File: src/rtl/d16_uart.sv
// d16_uart: memory-mapped 8N1 UART for the d16 core (DATA/STATUS/CTRL/BAUD registers).
// Define D16_UART_FIFO_EN for 8-deep TX/RX FIFOs; otherwise each direction has one holding register.

module d16_uart_fifo #(
    parameter bit PUSH_ON_POP = 1'b0
) (
    input  logic       i_clk,
    input  logic       i_reset_n,
    input  logic       i_push,
    input  logic [7:0] i_din,
    input  logic       i_pop,
    output logic [7:0] o_dout,
    output logic       o_empty,
    output logic       o_full
);
    logic w_pop;
    logic w_push;

    assign w_pop  = i_pop && !o_empty;
    // PUSH_ON_POP lets a push into a full store succeed when a pop frees a slot in the same cycle.
    assign w_push = i_push && (!o_full || (PUSH_ON_POP && w_pop));

`ifdef D16_UART_FIFO_EN
    logic [7:0] r_mem [0:7];
    logic [2:0] r_wptr;
    logic [2:0] r_rptr;
    logic [3:0] r_count;

    always_ff @(posedge i_clk) begin
        if (w_push) begin
            r_mem[r_wptr] <= i_din;
        end
    end

    always_ff @(posedge i_clk or negedge i_reset_n) begin
        if (!i_reset_n) begin
            r_wptr  <= 3'd0;
            r_rptr  <= 3'd0;
            r_count <= 4'd0;
        end else begin
            if (w_push) begin
                r_wptr <= r_wptr + 3'd1;
            end
            if (w_pop) begin
                r_rptr <= r_rptr + 3'd1;
            end
            case ({w_push, w_pop})
                2'b10:   r_count <= r_count + 4'd1;
                2'b01:   r_count <= r_count - 4'd1;
                default: r_count <= r_count;
            endcase
        end
    end

    assign o_dout  = r_mem[r_rptr];
    assign o_empty = (r_count == 4'd0);
    assign o_full  = (r_count == 4'd8);
`else
    logic [7:0] r_hold;
    logic       r_valid;

    always_ff @(posedge i_clk or negedge i_reset_n) begin
        if (!i_reset_n) begin
            r_hold  <= 8'h00;
            r_valid <= 1'b0;
        end else begin
            if (w_push) begin
                r_hold  <= i_din;
                r_valid <= 1'b1;
            end else if (w_pop) begin
                r_valid <= 1'b0;
            end
        end
    end

    assign o_dout  = r_hold;
    assign o_empty = !r_valid;
    assign o_full  = r_valid;
`endif
endmodule

module d16_uart #(
    parameter logic [15:0] BASE_ADDR = 16'hFF00,
    parameter logic [15:0] DIV_RESET = 16'd103
) (
    input  logic        i_clk,
    input  logic        i_reset_n,
    input  logic [15:0] i_wb_addr,
    input  logic        i_wb_cyc,
    input  logic        i_wb_we,
    input  logic [15:0] i_wb_dat,
    output logic [15:0] o_wb_dat,
    input  logic        i_rx,
    output logic        o_tx,
    output logic        o_int
);
    typedef enum logic [1:0] {
        TX_IDLE, TX_START, TX_DATA, TX_STOP
    } tx_state_t;

    typedef enum logic [1:0] {
        RX_IDLE, RX_START, RX_DATA, RX_STOP
    } rx_state_t;

    // Bus decode
    logic        w_sel;
    logic        w_rd;
    logic        w_wr;
    logic [1:0]  w_off;
    logic        w_rx_pop;
    logic        w_tx_push;
    logic        w_stat_wr;

    // Control / status
    logic [1:0]  r_ctrl;
    logic [15:0] r_baud;
    logic [15:0] w_div;
    logic        r_overrun;
    logic        r_frame_err;
    logic        r_int;
    logic        w_tx_idle;

    // Storage
    logic [7:0]  w_tx_dout;
    logic        w_tx_empty;
    logic        w_tx_full;
    logic [7:0]  w_rx_dout;
    logic        w_rx_empty;
    logic        w_rx_full;

    // TX
    tx_state_t   r_tx_state;
    tx_state_t   w_tx_state_next;
    logic [15:0] r_tx_cnt;
    logic [15:0] w_tx_cnt_next;
    logic [7:0]  r_tx_shift;
    logic [7:0]  w_tx_shift_next;
    logic [2:0]  r_tx_bit;
    logic [2:0]  w_tx_bit_next;
    logic        r_tx;
    logic        w_tx_next;
    logic        w_tx_pop;

    // RX
    logic        r_rx_meta;
    logic        r_rx_sync;
    logic        r_rx_prev;
    rx_state_t   r_rx_state;
    rx_state_t   w_rx_state_next;
    logic [15:0] r_rx_cnt;
    logic [15:0] w_rx_cnt_next;
    logic [7:0]  r_rx_shift;
    logic [7:0]  w_rx_shift_next;
    logic [2:0]  r_rx_bit;
    logic [2:0]  w_rx_bit_next;
    logic        w_rx_push;
    logic        w_frame_set;
    logic        w_overrun_set;

    assign w_sel     = i_wb_cyc && (i_wb_addr[15:2] == BASE_ADDR[15:2]);
    assign w_rd      = w_sel && !i_wb_we;
    assign w_wr      = w_sel && i_wb_we;
    assign w_off     = i_wb_addr[1:0];
    assign w_rx_pop  = w_rd && (w_off == 2'd0) && !w_rx_empty;
    assign w_tx_push = w_wr && (w_off == 2'd0);
    assign w_stat_wr = w_wr && (w_off == 2'd1);

    // Very small divisors cannot leave room for the half-bit RX sample.
    assign w_div     = (r_baud < 16'd3) ? 16'd3 : r_baud;
    assign w_tx_idle = (r_tx_state == TX_IDLE) && w_tx_empty;

    d16_uart_fifo #(.PUSH_ON_POP(1'b0)) u_tx_fifo (
        .i_clk     (i_clk),
        .i_reset_n (i_reset_n),
        .i_push    (w_tx_push),
        .i_din     (i_wb_dat[7:0]),
        .i_pop     (w_tx_pop),
        .o_dout    (w_tx_dout),
        .o_empty   (w_tx_empty),
        .o_full    (w_tx_full)
    );

    d16_uart_fifo #(.PUSH_ON_POP(1'b1)) u_rx_fifo (
        .i_clk     (i_clk),
        .i_reset_n (i_reset_n),
        .i_push    (w_rx_push),
        .i_din     (r_rx_shift),
        .i_pop     (w_rx_pop),
        .o_dout    (w_rx_dout),
        .o_empty   (w_rx_empty),
        .o_full    (w_rx_full)
    );

    always_comb begin
        o_wb_dat = 16'h0000;
        if (w_rd) begin
            case (w_off)
                2'd0: o_wb_dat = w_rx_empty ? 16'h0000 : {8'h00, w_rx_dout};
                2'd1: o_wb_dat = {11'd0, r_frame_err, r_overrun, w_tx_idle, w_tx_full, !w_rx_empty};
                2'd2: o_wb_dat = {14'd0, r_ctrl};
                2'd3: o_wb_dat = r_baud;
            endcase
        end
    end

    assign w_overrun_set = w_rx_push && w_rx_full && !w_rx_pop;

    always_ff @(posedge i_clk or negedge i_reset_n) begin
        if (!i_reset_n) begin
            r_ctrl      <= 2'b00;
            r_baud      <= DIV_RESET;
            r_overrun   <= 1'b0;
            r_frame_err <= 1'b0;
            r_int       <= 1'b0;
        end else begin
            if (w_wr && (w_off == 2'd2)) begin
                r_ctrl <= i_wb_dat[1:0];
            end
            if (w_wr && (w_off == 2'd3)) begin
                r_baud <= i_wb_dat;
            end
            // A new event in the same cycle as a W1C clear wins, so it is never lost.
            if (w_overrun_set) begin
                r_overrun <= 1'b1;
            end else if (w_stat_wr && i_wb_dat[3]) begin
                r_overrun <= 1'b0;
            end
            if (w_frame_set) begin
                r_frame_err <= 1'b1;
            end else if (w_stat_wr && i_wb_dat[4]) begin
                r_frame_err <= 1'b0;
            end
            r_int <= (r_ctrl[0] && !w_rx_empty) || (r_ctrl[1] && w_tx_idle);
        end
    end

    assign o_int = r_int;
    assign o_tx  = r_tx;

    // TX: r_tx_cnt counts down the current bit; the divisor is reloaded only at bit boundaries.
    always_comb begin
        w_tx_state_next = r_tx_state;
        w_tx_cnt_next   = r_tx_cnt;
        w_tx_shift_next = r_tx_shift;
        w_tx_bit_next   = r_tx_bit;
        w_tx_next       = r_tx;
        w_tx_pop        = 1'b0;
        case (r_tx_state)
            TX_IDLE: begin
                w_tx_next = 1'b1;
                if (!w_tx_empty) begin
                    w_tx_pop        = 1'b1;
                    w_tx_shift_next = w_tx_dout;
                    w_tx_cnt_next   = w_div;
                    w_tx_state_next = TX_START;
                    w_tx_next       = 1'b0;
                end
            end
            TX_START: begin
                if (r_tx_cnt != 16'd0) begin
                    w_tx_cnt_next = r_tx_cnt - 16'd1;
                end else begin
                    w_tx_cnt_next   = w_div;
                    w_tx_bit_next   = 3'd0;
                    w_tx_state_next = TX_DATA;
                    w_tx_next       = r_tx_shift[0];
                end
            end
            TX_DATA: begin
                if (r_tx_cnt != 16'd0) begin
                    w_tx_cnt_next = r_tx_cnt - 16'd1;
                end else begin
                    w_tx_cnt_next   = w_div;
                    w_tx_shift_next = {1'b0, r_tx_shift[7:1]};
                    if (r_tx_bit == 3'd7) begin
                        w_tx_state_next = TX_STOP;
                        w_tx_next       = 1'b1;
                    end else begin
                        w_tx_bit_next = r_tx_bit + 3'd1;
                        w_tx_next     = r_tx_shift[1];
                    end
                end
            end
            TX_STOP: begin
                if (r_tx_cnt != 16'd0) begin
                    w_tx_cnt_next = r_tx_cnt - 16'd1;
                end else if (!w_tx_empty) begin
                    w_tx_pop        = 1'b1;
                    w_tx_shift_next = w_tx_dout;
                    w_tx_cnt_next   = w_div;
                    w_tx_state_next = TX_START;
                    w_tx_next       = 1'b0;
                end else begin
                    w_tx_state_next = TX_IDLE;
                    w_tx_next       = 1'b1;
                end
            end
            default: w_tx_state_next = TX_IDLE;
        endcase
    end

    always_ff @(posedge i_clk or negedge i_reset_n) begin
        if (!i_reset_n) begin
            r_tx_state <= TX_IDLE;
            r_tx_cnt   <= 16'd0;
            r_tx_shift <= 8'h00;
            r_tx_bit   <= 3'd0;
            r_tx       <= 1'b1;
        end else begin
            r_tx_state <= w_tx_state_next;
            r_tx_cnt   <= w_tx_cnt_next;
            r_tx_shift <= w_tx_shift_next;
            r_tx_bit   <= w_tx_bit_next;
            r_tx       <= w_tx_next;
        end
    end

    // RX: start is detected on a falling edge of the synchronized line, then sampled mid-bit.
    always_comb begin
        w_rx_state_next = r_rx_state;
        w_rx_cnt_next   = r_rx_cnt;
        w_rx_shift_next = r_rx_shift;
        w_rx_bit_next   = r_rx_bit;
        w_rx_push       = 1'b0;
        w_frame_set     = 1'b0;
        case (r_rx_state)
            RX_IDLE: begin
                if (r_rx_prev && !r_rx_sync) begin
                    w_rx_cnt_next   = w_div >> 1;
                    w_rx_state_next = RX_START;
                end
            end
            RX_START: begin
                if (r_rx_cnt != 16'd0) begin
                    w_rx_cnt_next = r_rx_cnt - 16'd1;
                end else if (r_rx_sync) begin
                    w_rx_state_next = RX_IDLE;
                end else begin
                    w_rx_cnt_next   = w_div;
                    w_rx_bit_next   = 3'd0;
                    w_rx_state_next = RX_DATA;
                end
            end
            RX_DATA: begin
                if (r_rx_cnt != 16'd0) begin
                    w_rx_cnt_next = r_rx_cnt - 16'd1;
                end else begin
                    w_rx_cnt_next   = w_div;
                    w_rx_shift_next = {r_rx_sync, r_rx_shift[7:1]};
                    if (r_rx_bit == 3'd7) begin
                        w_rx_state_next = RX_STOP;
                    end else begin
                        w_rx_bit_next = r_rx_bit + 3'd1;
                    end
                end
            end
            RX_STOP: begin
                if (r_rx_cnt != 16'd0) begin
                    w_rx_cnt_next = r_rx_cnt - 16'd1;
                end else begin
                    w_rx_push       = r_rx_sync;
                    w_frame_set     = !r_rx_sync;
                    w_rx_state_next = RX_IDLE;
                end
            end
            default: w_rx_state_next = RX_IDLE;
        endcase
    end

    always_ff @(posedge i_clk or negedge i_reset_n) begin
        if (!i_reset_n) begin
            r_rx_meta  <= 1'b1;
            r_rx_sync  <= 1'b1;
            r_rx_prev  <= 1'b1;
            r_rx_state <= RX_IDLE;
            r_rx_cnt   <= 16'd0;
            r_rx_shift <= 8'h00;
            r_rx_bit   <= 3'd0;
        end else begin
            r_rx_meta  <= i_rx;
            r_rx_sync  <= r_rx_meta;
            r_rx_prev  <= r_rx_sync;
            r_rx_state <= w_rx_state_next;
            r_rx_cnt   <= w_rx_cnt_next;
            r_rx_shift <= w_rx_shift_next;
            r_rx_bit   <= w_rx_bit_next;
        end
    end
endmodule

File: config.mk
export PLATFORM = sky130hd
export DESIGN_NAME = d16_uart
export DESIGN_NICKNAME = d
export VERILOG_FILES = /design/src/rtl/d16_uart.sv
export SDC_FILE = /design/constraint.sdc
export NUM_CORES = 1
export LEC_CHECK = 0
export CORE_UTILIZATION = 39
export DETAILED_ROUTE_END_ITERATION = 8
export DONT_BUFFER_PORTS = 1
export PLACE_DENSITY = 0.63
export SLEW_MARGIN = 10
export SYNTH_ARGS = -nofsm -noshare
export SYNTH_HDL_FRONTEND = slang
export SYNTH_SLANG_ARGS = --single-unit
File: constraint.sdc
create_clock -name i_clk -period 6.3 [get_ports i_clk]
set_input_delay 1.26 -clock i_clk [delete_from_list [all_inputs] [get_ports i_clk]]
set_output_delay 1.26 -clock i_clk [all_outputs]
set_load 0.02 [all_outputs]
=== Word level (Yosys, flattened, before mapping) ===
Cells that the tools add are included.

* Logic and storage cells: 165
* Memories: 0
* Bits in registers: 101
* RAM bits: 0
* Bits in latches: 0
* ROM bits: 0
* Output and inout bits: 18
* Bits of input ports: 37

* Muxes and demuxes: 62
* Bitwise logic cells: 1
* Eq/ne operators: 27
* Divide/modulo/power cells: 0
* Shift operators: 0
* Add/subtract/negate cells: 4
* Magnitude comparators: 1
* Multiply operators: 0
* Reductions and logical operators: 49

{| class="wikitable"
|+ Operator list
! kind !! number
|-
| $mux 16 || 10
|-
| $pmux 16 s4 || 2
|-
| $pmux 16 s3 || 1
|-
| $mux 8 || 4
|-
| $reduce_bool 16->1 || 2
|-
| $sub 16x1->16 const B || 2
|-
| $ne 2x2->1 const B || 13
|-
| $pmux 8 s3 || 1
|-
| $mux 2 || 11
|-
| $logic_and 1x1->1 || 21
|-
| $mux 3 || 7
|-
| $mux 1 || 20
|-
| $lt 16x2->1 const B || 1
|-
| $pmux 2 s4 || 2
|-
| $reduce_and 5->1 || 3
|-
| $eq 14x14->1 const B || 1
|-
| $eq 2x2->1 const B || 6
|-
| $pmux 3 s2 || 2
|-
| $reduce_bool 2->1 || 6
|-
| $reduce_and 3->1 || 3
|-
| $add 3x1->3 const B || 2
|-
| $eq 2x1->1 const B || 3
|-
| $eq 3x3->1 const B || 2
|-
| $logic_not 2->1 || 3
|-
| 11 further kinds || 16
|}

=== Longest topological paths before layout ===
* Depth after elaboration: 9
* Depth in mapped cells: 9

=== By module ===
A second synthesis with hierarchy kept.

* Cells, all modules: 618
* Area total of the unflattened synthesis: 6,113.4 sq um

{| class="wikitable"
|+ By module, submodules not included
! module !! area an instance (sq um) !! times used !! seq. area each (sq um) !! cells each
|-
| d16_uart || 5,357.6 || 1 || 2,088.3 || 576
|-
| d16_uart_fifo at u_rx_fifo || 381.6 || 1 || 225.2 || 21
|-
| d16_uart_fifo at u_tx_fifo || 374.1 || 1 || 225.2 || 21
|}

=== Worst setup path after synthesis ===
Ideal clock, no wire load.

* Kind: input to output
* From: input port i_wb_addr[7]
* To: output port o_wb_dat[1]
* Buffers on the path: 1
* Cell stages on the path: 4
* Slack: 2.060 ns
* Required time: 5.040 ns
* Data arrival time: 2.980 ns
* Path through: or4_1 -> or4_1 -> clkbuf_1 -> a211oi_1

* Word-level cells in the longest chain between the ends: 4

{| class="wikitable"
|+ RTL lines
! element !! line !! source
|-
| from (decl) || 88 || <nowiki>input logic [15:0] i_wb_addr,</nowiki>
|-
| $eq 14x14->1 || 160 || <nowiki>assign w_sel = i_wb_cyc && (i_wb_addr[15:2] == BASE_ADDR[15:2]);</nowiki>
|-
| $logic_and 1x1->1 || 160 ||
|-
| $logic_and 1x1->1 || 161 || <nowiki>assign w_rd = w_sel && !i_wb_we;</nowiki>
|-
| $mux 16 || 196 || <nowiki>if (w_rd) begin</nowiki>
|-
| to (decl) || 92 || <nowiki>output logic [15:0] o_wb_dat,</nowiki>
|}

No other way between the ends.

=== Worst setup path after layout ===
* From: input port i_wb_addr[7]
* To: output port o_wb_dat[11]

The elaborated chain is that of the path after synthesis.

==> summary.md <==
| Metric | Value |
|---|---|
| Worst r2r dst | `r_rx_cnt[6]` |
| First-pass GRT wire length | `25370 um` |
| Power Density | `429.4 nW/um^2` |
| # port buffers | `0` |
| Place WS | `1729 ps` |
| Total grt overflow | `0` |
| Hold WC Path Type | `reg -> reg` |
| Initial DRC count | `468` |
| Largest net degree at the start of global routing | `102` |
| Via count | `4945` |
| Critical Path Sink Type | `output port` |
| Num rows | `45` |
| Worst r2r src | `r_rx_cnt[0]` |
| Slew Limit Fails | `0` |
| Final setup viols | `0` |
| Post-CTS sizing | `0` |
| Final Hold Viols | `0` |
| Fraction of layout instances using a drive strength above 1 | `15.03%` |
| Reg2reg setup slack | `2970 ps` |
| Post-Syn Instances | `630` |
| Asr flop ratio synth | `100.0%` |
| Worst-path clk slew | `80 ps` |
| # diodes | `0` |
| Num CTS Buffers | `9` |
| P&R area growth vs syn | `7.596%` |
| DRT Pass-1 Iters | `5` |
| CTS tree | `yes` |
| Distinct cells, synth | `69` |
| Skew final | `5.767 ps` |
| Period utilization | `72.82%` |
| Initial antenna violation count | `0` |
| Routability congestion estimate from global placement | `0.8659` |
| Starting density of the core | `40.40%` |
| Wire per inst | `18.82 um` |
| # DRC | `0` |
| Die W | `128.2 um` |
| Hold_sp | `r_rx_meta` |
| Clock root cell | `clkbuf_16` |
| RSZ-0062 raised after global routing | `false` |
| Leakage dissipation | `2.866 nW` |
| Fmax | `0.2180 GHz` |
| Setup TNS | `0 ps` |
| Postcts setup bufs | `0` |
| Worst Path Required | `5040 ps` |
| Hold endpoint | `r_rx_sync` |
| Synthesis Warnings | `0` |
| Seq/Total Area, Yosys | `40.88%` |
| Cts hold-fix bufs | `0` |
| GRT Util Overall | `19.74%` |
| Worst setup margin | `1712 ps` |
| Syn_area_per_cell | `9.857 sq um` |
| Drt total wl | `15490 um` |
| Worst hold margin | `363.4 ps` |
| Critical Path AT | `3330 ps` |
| Worst r2r path cells | `7` |
| Vias in the first global route | `4768` |
| Post-route antenna net violation count | `0` |
| Seq cells post-synth | `101` |
| Status | `complete, no violations` |
| Tmin final | `4588 ps` |
| Top fanout value on the critical path | `9` |
| Worst vdd ir | `0.0002159 V` |
| Core Region | `15370 sq um` |
| Die area | `16430 sq um` |
| Detail Placement HPWL | `10630 um` |
| Count leader, synth | `dfrtp_1` |
| Clock Latency Late Sink | `360 ps` |
| I/O Pins | `55` |
| Startpoint types | `input pin` |
| Tightest Pin Transition | `1069 ps` |
| WS Path Type | `in -> out` |
| Mapped cell area | `6210 sq um` |
| Via/cell ratio | `6.009` |
| Clk sinks | `101` |
| Clock tree buffer depth | `2` |
| Synth top area share | `37.07%` |
| Max Cap Violations | `0` |
| Yosys top cell by area | `dfrtp_1` |
| Post-synth EDFFs | `0` |
| Final nets | `661` |
| Die height | `128.2 um` |
| Leading post-synthesis cells by cell area | `dfrtp_1 (37%), mux2_2 (7.8%), dfstp_2 (3.8%)` |
| Synth cell count leaders | `dfrtp_1 (92), nand2_1 (55), mux2_2 (43), nor2_1 (39), o21ai_0 (31)` |
| Top FF cell, synth | `dfrtp_1` |
| Htree depth | `3` |
| Relative slew slack | `28.75%` |
| Post-synth net total | `684` |
| Min-Delay Path Depth | `0` |
[worst max-delay path by stage]
| stage | from | to | slack, ps |
|---|---|---|---|
| 2_1_floorplan | i_wb_addr[7] | o_wb_dat[1] | 2060 |
| 3_3_place_gp | i_wb_addr[7] | o_wb_dat[10] | 1780 |
| 3_5_place_dp | i_wb_addr[7] | o_wb_dat[11] | 1730 |
| 6_report | i_wb_addr[7] | o_wb_dat[11] | 1710 |
| 5_1_grt | i_wb_addr[7] | o_wb_dat[10] | 1600 |
| 4_1_cts | i_wb_addr[7] | o_wb_dat[11] | 1730 |
[sequential cells by signal, indices dropped and copies added, names as in the netlist, named ones only]
name	count
r_tx_state	2
r_rx_prev	1
r_ctrl	2
u_rx_fifo.o_full	1
u_tx_fifo.o_dout	8
r_rx_meta	1
u_tx_fifo.o_full	1
r_tx_bit	3
r_rx_shift	8
r_rx_state	1
o_tx	1
o_int	1
r_tx_cnt	16
r_frame_err	1
r_rx_cnt	16
r_baud	16
r_overrun	1
r_rx_sync	1
u_rx_fifo.o_dout	8
r_tx_shift	8
r_rx_bit	3
[placed cells by master (no fill, tap or decap), types with 4 or more instances in the layout]
cell type   n
dfrtp_1    92
nand2_1    55
mux2_2     43
nor2_1     39
o21ai_0    31
inv_1      23
a21oi_1    22
ha_1       17
mux2_1     16
nor2b_1    15
and2_1     14
o31ai_1    13
nand3_1    13
nor3_1     13
mux2i_1    13
xnor2_1    13
nor4_1     10
nand4_1    10
a221oi_1    9
clkbuf_16   9
dfstp_2     9
mux2_4      8
a22o_1      7
nand2b_1    6
a22oi_1     6
a41oi_1     5
a211oi_1    5
or4_1       5
a31oi_1     4
a21o_1      4
o31a_1      4
nor3b_1     4
or3_1       4
nand4b_1    4
o22ai_1     4
a32oi_1     4
nor4b_1     4
buf_4       4
[cell families after synthesis]
kind of cell	synth area share (%)
adders and majority gates	3.425
muxes	14.73
xor gates and xnor gates	2.257
DFF	40.88
AOI/OAI and AO/OA	15.82
and+or+nand+nor	18.80
buffers and inverters	4.090
[per-stage QoR]
| step | total power [W] | std cells | cell area, sq um | util (%) |
|---|---|---|---|---|
| final | 0.002869 | 823 | 6681 | 43.47 |
| after global routing | 0.003055 | 823 | 6681 | 43.47 |
| after CTS | 0.002861 | 823 | 6681 | 43.47 |
| after detailed placement | 0.002217 | 807 | 6340 | 41.25 |
| after global placement | 0.002172 | 807 | 6340 | 41.25 |
| after floorplan | 0.001923 | 630 | 6210 | - |
[critical path: stages]
cell    delay, ps
or4_1         490
or4_1         670
nor2_1        560
and2_1        340
[area by class of cell]
| type | instances | area (sq um) |
|---|---|---|
| Fill cell | 1460 | 8690 |
| Inverter | 23 | 86.33 |
| Multi-Input combinational cell | 468 | 3421 |
| Clock inverter | 7 | 116.4 |
| Tap cell | 211 | 264.0 |
| Sequential cell | 101 | 2539 |
| Clock buffer | 9 | 225.2 |
| Timing Repair Buffer | 4 | 30.03 |
[power breakdown]
group / switching [W] / internal [W]
registers: 0.000139 / 0.000759
logic: 0.000805 / 0.000529
clock network: 0.000276 / 0.000359
total: 0.00122 / 0.00165
[metal layers]
layer | part of all wire, % | GRT usage, % | up-vias
met5 | 0 | 0 | -
met4 | 1.4 | 6.505 | 0
met3 | 6.4 | 4.132 | 15
met2 | 45 | 30.33 | 191
met1 | 47 | 27.55 | 2457
li1 | - | - | 2282
(Power assumes the default switching activity.)
